## config.mk

```make
export PLATFORM = sky130hd
export DESIGN_NAME = id_ex_interlock
export DESIGN_NICKNAME = d
export VERILOG_FILES = /design/src/rtl/id_ex_interlock.sv
export SDC_FILE = /design/constraint.sdc
export NUM_CORES = 1
export LEC_CHECK = 0
export BUFFER_PORTS_ARGS = -buffer_cell sky130_fd_sc_hd__buf_4
export CORE_ASPECT_RATIO = 1.5
export CORE_MARGIN = 2
export CORE_UTILIZATION = 51
export DETAILED_ROUTE_END_ITERATION = 7
export GPL_TIMING_DRIVEN = 0
export PLACE_DENSITY = 0.85
export SYNTH_ARGS = -nofsm -noshare
export SYNTH_HDL_FRONTEND = slang
export SYNTH_SLANG_ARGS = --single-unit
export TNS_END_PERCENT = 5
```

## constraint.sdc

```tcl
create_clock -name clk -period 14.2 [get_ports clk]
set_clock_uncertainty 0.05 [all_clocks]
set_input_delay 2.84 -clock clk [delete_from_list [all_inputs] [get_ports clk]]
set_output_delay 2.84 -clock clk [all_outputs]
set_load 0.02 [all_outputs]
```

## src/rtl/id_ex_interlock.sv

```systemverilog
// id_ex_interlock: Decode→Execute pipeline register plus the hazard interlock.
//
// It registers the D-stage operands and control into the X stage. It holds PC
// and IF/ID when a load-use hazard or a branch-operand hazard is seen. Each
// hazard or flush puts a bubble into X. It also keeps saturating statistics
// and a sticky watchdog that trips on long stalls.
//
// Ports
//   clk, pc_rst          clock, async active-high reset
//   d_*                  D-stage instruction fields, operands and control
//   flush                taken branch/jump; kills the D instruction
//   m_writeReg/RW/MemRead M-stage destination info, used for branch hazards
//   x_*                  X-stage registered instruction
//   stall                combinational hold for PC and IF/ID
//   bubble_cnt/stall_cnt saturating statistics counters
//   hazard_err           sticky: MAX_STALL consecutive stall cycles were seen
module id_ex_interlock #(
  parameter int DW        = 32,
  parameter int CNT_W     = 16,
  parameter int MAX_STALL = 4
) (
  input  logic             clk,
  input  logic             pc_rst,
  input  logic             d_valid,
  input  logic [4:0]       d_rs,
  input  logic [4:0]       d_rt,
  input  logic [4:0]       d_rd,
  input  logic             d_uses_rt,
  input  logic             d_is_branch,
  input  logic [DW-1:0]    d_rs_data,
  input  logic [DW-1:0]    d_rt_data,
  input  logic [DW-1:0]    d_imm,
  input  logic [1:0]       d_WB,
  input  logic [1:0]       d_M,
  input  logic [3:0]       d_EX,
  input  logic             d_RegDst,
  input  logic             flush,
  input  logic [4:0]       m_writeReg,
  input  logic             m_RW,
  input  logic             m_MemRead,
  output logic             x_valid,
  output logic [4:0]       x_rs,
  output logic [4:0]       x_rt,
  output logic [4:0]       x_writeReg,
  output logic [DW-1:0]    x_rs_data,
  output logic [DW-1:0]    x_rt_data,
  output logic [DW-1:0]    x_imm,
  output logic [1:0]       x_WB,
  output logic [1:0]       x_M,
  output logic [3:0]       x_EX,
  output logic             stall,
  output logic [CNT_W-1:0] bubble_cnt,
  output logic [CNT_W-1:0] stall_cnt,
  output logic             hazard_err
);

  localparam int RUN_W = (MAX_STALL < 2) ? 1 : $clog2(MAX_STALL + 1);
  localparam logic [CNT_W-1:0] CNT_MAX = '1;

  logic [4:0]       d_wr;
  logic             lu, br, src_x, src_m, bubble;
  logic [RUN_W-1:0] run;

  // A nonzero producer register matches a D source operand.
  function automatic logic reads(input logic [4:0] r, input logic [4:0] rs,
                                 input logic [4:0] rt, input logic uses_rt);
    return (r != 5'd0) && ((r == rs) || (uses_rt && (r == rt)));
  endfunction

  always_comb begin
    d_wr   = d_RegDst ? d_rd : d_rt;
    lu     = d_valid & x_valid & x_M[0] & reads(x_writeReg, d_rs, d_rt, d_uses_rt);
    // A branch compares in D, so it has to wait for any ALU result still in X,
    // and for load data still in M.
    src_x  = x_valid & x_WB[0] & reads(x_writeReg, d_rs, d_rt, d_uses_rt);
    src_m  = m_RW & m_MemRead & reads(m_writeReg, d_rs, d_rt, d_uses_rt);
    br     = d_valid & d_is_branch & (src_x | src_m);
    // A flush wins over a hazard: the stalled instruction dies anyway, and
    // fetch must move on to the target.
    stall  = (lu | br) & ~flush & ~pc_rst;
    bubble = flush | stall;
  end

  // X-stage register
  always_ff @(posedge clk or posedge pc_rst) begin
    if (pc_rst) begin
      x_valid    <= 1'b0;
      x_rs       <= '0;
      x_rt       <= '0;
      x_writeReg <= '0;
      x_rs_data  <= '0;
      x_rt_data  <= '0;
      x_imm      <= '0;
      x_WB       <= '0;
      x_M        <= '0;
      x_EX       <= '0;
    end else if (bubble) begin
      // Only valid and control are cleared. With x_WB[0]=0, the stale
      // register fields cannot produce a forwarding match.
      x_valid <= 1'b0;
      x_WB    <= '0;
      x_M     <= '0;
      x_EX    <= '0;
    end else begin
      x_valid    <= d_valid;
      x_rs       <= d_rs;
      x_rt       <= d_rt;
      x_writeReg <= d_wr;
      x_rs_data  <= d_rs_data;
      x_rt_data  <= d_rt_data;
      x_imm      <= d_imm;
      x_WB       <= d_WB;
      x_M        <= d_M;
      x_EX       <= d_EX;
    end
  end

  // Statistics and watchdog
  always_ff @(posedge clk or posedge pc_rst) begin
    if (pc_rst) begin
      bubble_cnt <= '0;
      stall_cnt  <= '0;
      run        <= '0;
      hazard_err <= 1'b0;
    end else begin
      if (bubble && bubble_cnt != CNT_MAX) bubble_cnt <= bubble_cnt + CNT_W'(1);
      if (stall && stall_cnt != CNT_MAX)   stall_cnt  <= stall_cnt + CNT_W'(1);
      if (stall) begin
        if (run != RUN_W'(MAX_STALL)) run <= run + RUN_W'(1);
        // This edge completes the MAX_STALL-th consecutive stall cycle.
        if (run >= RUN_W'(MAX_STALL - 1)) hazard_err <= 1'b1;
      end else begin
        run <= '0;
      end
    end
  end

endmodule

```

==> metrics.log <==
[metrics] Die Y: 143 um
[metrics] worst endpoint required time: 11.31 ns
[metrics] Final Hold Fails: 0
[metrics] startpoint of the tightest hold check path: x_rs_data[26]
[metrics] remaining design rule violation count: 0
[metrics] worst path setup slack after routing: 6.67 ns
[metrics] core region area: 0.0125 mm2
[metrics] Cells on Worst Hold Path: 2
[metrics] CTS Root Buffer Type: sky130_fd_sc_hd__clkbuf_16
[metrics] initial core utilization: 0.523
[metrics] Placed Instance Area: 0.00891 mm2
[metrics] Max Cap Viol: 0
[metrics] die area: 0.0138 mm2
[metrics] Worst Hold Margin: 0.425 ns
[metrics] clock transition time at the flip-flop clock pins of the worst setup and hold paths: 0.06 ns
[metrics] number of buffers added by the clock tree synthesis step: 17
[metrics] slew at the pin with the worst max-slew slack: 0.853 ns
[metrics] worst r2r dst: stall_cnt[10]
[metrics] Port Buf Inserts: 285
[metrics] Final min period: 7.53 ns
[metrics] critical-path maximum fanout: 10
[metrics] Comb pwr share: 0.204
[metrics] cell-internal power: 832 uW
[metrics] reg2reg path depth: 7
[metrics] type of the tightest min-delay check: flop to flop
[metrics] mapped cell area: 0.00654 mm2
[metrics] number of iterations in the first detailed-routing pass: 5
[metrics] die outline width: 96.5 um
[metrics] number of slew-limit violations in the final report: 0
[metrics] Resized Gates After CTS: 0
[metrics] area taken by flip-flops and latches: 0.00390 mm2
[metrics] average via count per standard cell: 5.04
[metrics] global-route usage over all layers: 0.278
[metrics] Cell Count, Final, Fillers Out: 1165
[metrics] number of core rows: 50
[metrics] worst rel slew slack: 0.431
[metrics] Post-CTS Setup Bufs: 0
[metrics] Clk network pwr share: 0.358
[metrics] total area of multi-input combinational cells: 0.00245 mm2
[metrics] Avg WL per Cell: 16.1 um
[metrics] net count of the mapped netlist: 829
[metrics] flop-to-flop setup slack: 11.53 ns
[metrics] Worst Setup Path Type: input pin to output port
[metrics] kind of launch point of the worst setup path: input pin
[metrics] number of hold buffers added after CTS: 0
[metrics] arrival time worst endpoint: 4.64 ns
[metrics] Max Fclk: 133 MHz
[metrics] placed cells: 1133
[metrics] layout overhead on the synthesized area: 44.8%
[metrics] Post-DP HPWL: 14.1 mm
[metrics] leading cell type in the layout, fill and taps excluded: sky130_fd_sc_hd__nand2_1
[metrics] Setup crit end kind: output port
[metrics] Routability Congestion: 0.832
[metrics] global-route congestion overflow total: 0
[metrics] post-synthesis instance total: 691
[metrics] unrepaired setup endpoints after global routing: no
[metrics] largest net degree at the start of global routing: 95
[metrics] Leak: 5.12 nW
[metrics] count of clock tree sinks: 156
[metrics] Final period util: 0.530
[metrics] flop and latch count out of synthesis: 156
[metrics] proportion of synthesized chip area in sequential cells: 0.597
[metrics] most used cells in the layout excluding fill and tap cells: sky130_fd_sc_hd__nand2_1 (342), sky130_fd_sc_hd__buf_4 (298), sky130_fd_sc_hd__dfrtp_1 (156), sky130_fd_sc_hd__xnor2_1 (27), sky130_fd_sc_hd__xor2_1 (23)
[metrics] hold-critical path endpoint: x_rs_data[26]
[metrics] synthesized area per cell: 9.46 um2
[metrics] switching power of the nets: 365 uW
[metrics] num ports: 287
[metrics] Pwr Density: 126 mW/mm2
[metrics] via count of the first global-routing pass: 5842
[metrics] most prevalent standard cell on the critical path: sky130_fd_sc_hd__buf_4
[metrics] global-route wire length before repair: 29.0 mm
[metrics] cell with the biggest individual delay on the critical path: sky130_fd_sc_hd__or4_1
[metrics] worst vdd ir: 0.106 mV
[metrics] antenna-violating nets left: 0
[metrics] launching point of the worst reg2reg path: stall_cnt[2]
[metrics] setup-violating endpoint count in the final report: 0
[metrics] share of the core filled with cells in the final layout: 0.757
[metrics] post-layout net count: 1134
[metrics] area of all placed cells without fillers: 0.00947 mm2
[metrics] maximum cell stage delay along the critical path: 0.51 ns
[metrics] layout cell share with drive strength beyond 1: 0.336
[metrics] fraction of power spent switching nets: 0.305
[metrics] Inserted Diodes: 0
[metrics] outcome: finished, final reports clean
[metrics] sequential group share of total power: 0.438
[metrics] total length of routed wires: 18.7 mm
[metrics] initial antenna violation count: 0
[metrics] clock tree from TritonCTS: yes
[metrics] post-route setup TNS: 0 ns
[metrics] critical path, cell by cell: buf_4, or4_1, nor2_1, nor3_1, a22oi_1, clkbuf_1, inv_1, buf_4
[metrics] vias post-DR: 5871
[metrics] sum of internal, switching and leakage power: 1.20 mW
[metrics] number of levels the H-tree was split into: 4
[metrics] minimum setup slack after placement: 6.68 ns
[metrics] clock buffer depth: 2
[metrics] total number of yosys warnings: 0
[metrics] initial detailed-routing violation count: 226
[metrics] insertion delay to the later sink of the worst-skew pair: 0.42 ns
[metrics] number of distinct library cell variants in the gate-level netlist after synthesis: 31
[metrics] number of fill cells in the layout: 917
power groups by stage:
stage	registers [mW]	logic, mW	clock network, mW
2_1_floorplan	0.578	0.0716	0
3_3_place_gp	0.529	0.240	0
3_5_place_dp	0.530	0.246	0
4_1_cts	0.523	0.247	0.436
5_1_grt	0.529	0.265	0.453
6_report	0.523	0.245	0.428
final cells by class:
cell class,instances,area share
flip-flops and latches,156,0.412
multi-input cells,498,0.258
repair buffers,286,0.229
clock buffers,18,0.0464
well taps,156,0.0206
plain buffers,30,0.0173
clock inverters,14,0.0128
inverters,7,0.00330
how the worst max path moves through the flow:
stage                             start             to  slack [ns]  cells past startpoint
after global placement           pc_rst  x_rt_data[26]        5.37                      2
after CTS                 m_writeReg[1]          stall        6.66                      8
after global routing      m_writeReg[1]          stall        6.54                      8
after detailed placement  m_writeReg[1]          stall        6.68                      8
after floorplan                  pc_rst  bubble_cnt[0]        7.10                      1
final                     m_writeReg[1]          stall        6.67                      8
logic make-up (layout without fill, tap and decap cells):
family | Yosys count | in the layout | synth area share
AO/OA/AOI/OAI | 16 | 16 | 0.0178
XOR/XNOR | 50 | 50 | 0.0670
adder cells (fa/ha/maj) | 5 | 5 | 0.00957
buffers and inverters | 37 | 355 | 0.0291
flip-flops | 156 | 156 | 0.597
multiplexers | 8 | 8 | 0.0128
AND/OR/NAND/NOR | 419 | 419 | 0.267
worst max-delay path, delay by kind of cell:
kind | cells | cell delay [ns]
and+or+nand+nor | 3 | 0.76
buffers and inverters | 4 | 0.81
AOI/OAI and AO/OA | 1 | 0.22
cell usage after synthesis, drive strengths merged:
cell / count / share of area
nor4b: 6 / 0.0090
a221oi: 1 / 0.0040
xor2: 23 / 0.031
a21oi: 3 / 0.0023
clkbuf: 14 / 0.0080
nor3b: 2 / 0.0023
o21bai: 1 / 0.0011
and2: 9 / 0.0086
inv: 7 / 0.0040
o22ai: 2 / 0.0019
ha: 5 / 0.0096
nand4: 10 / 0.0096
a211oi: 1 / 0.0011
nor4: 14 / 0.013
mux2i: 5 / 0.0077
nand3: 13 / 0.0099
o21ai: 6 / 0.0046
xnor2: 27 / 0.036
nand2: 342 / 0.20
and3: 4 / 0.0038
mux2: 3 / 0.0052
a22oi: 1 / 0.0011
dfrtp: 156 / 0.60
nor3: 7 / 0.0054
nor2: 9 / 0.0052
buf: 16 / 0.017
a221o: 1 / 0.0015
or4: 3 / 0.0034
registers in the layout, summed over array words and instances, names as in the netlist:
signal	cells
x_valid	1
x_EX	4
hazard_err	1
x_imm	32
x_M	2
x_writeReg	5
bubble_cnt	16
x_WB	2
run	3
x_rt	5
stall_cnt	16
x_rs	5
x_rs_data	32
x_rt_data	32
metal layers:
metal  part of all wire  vias to the layer above  global-route usage
li1                   -                     2807                   -
met1               0.36                     2780               0.306
met2               0.53                      226               0.473
met3              0.069                       58              0.0813
met4              0.047                        0               0.156
met5                  0                        -                   0
Note: power is estimated with default switching activity, not from simulation.
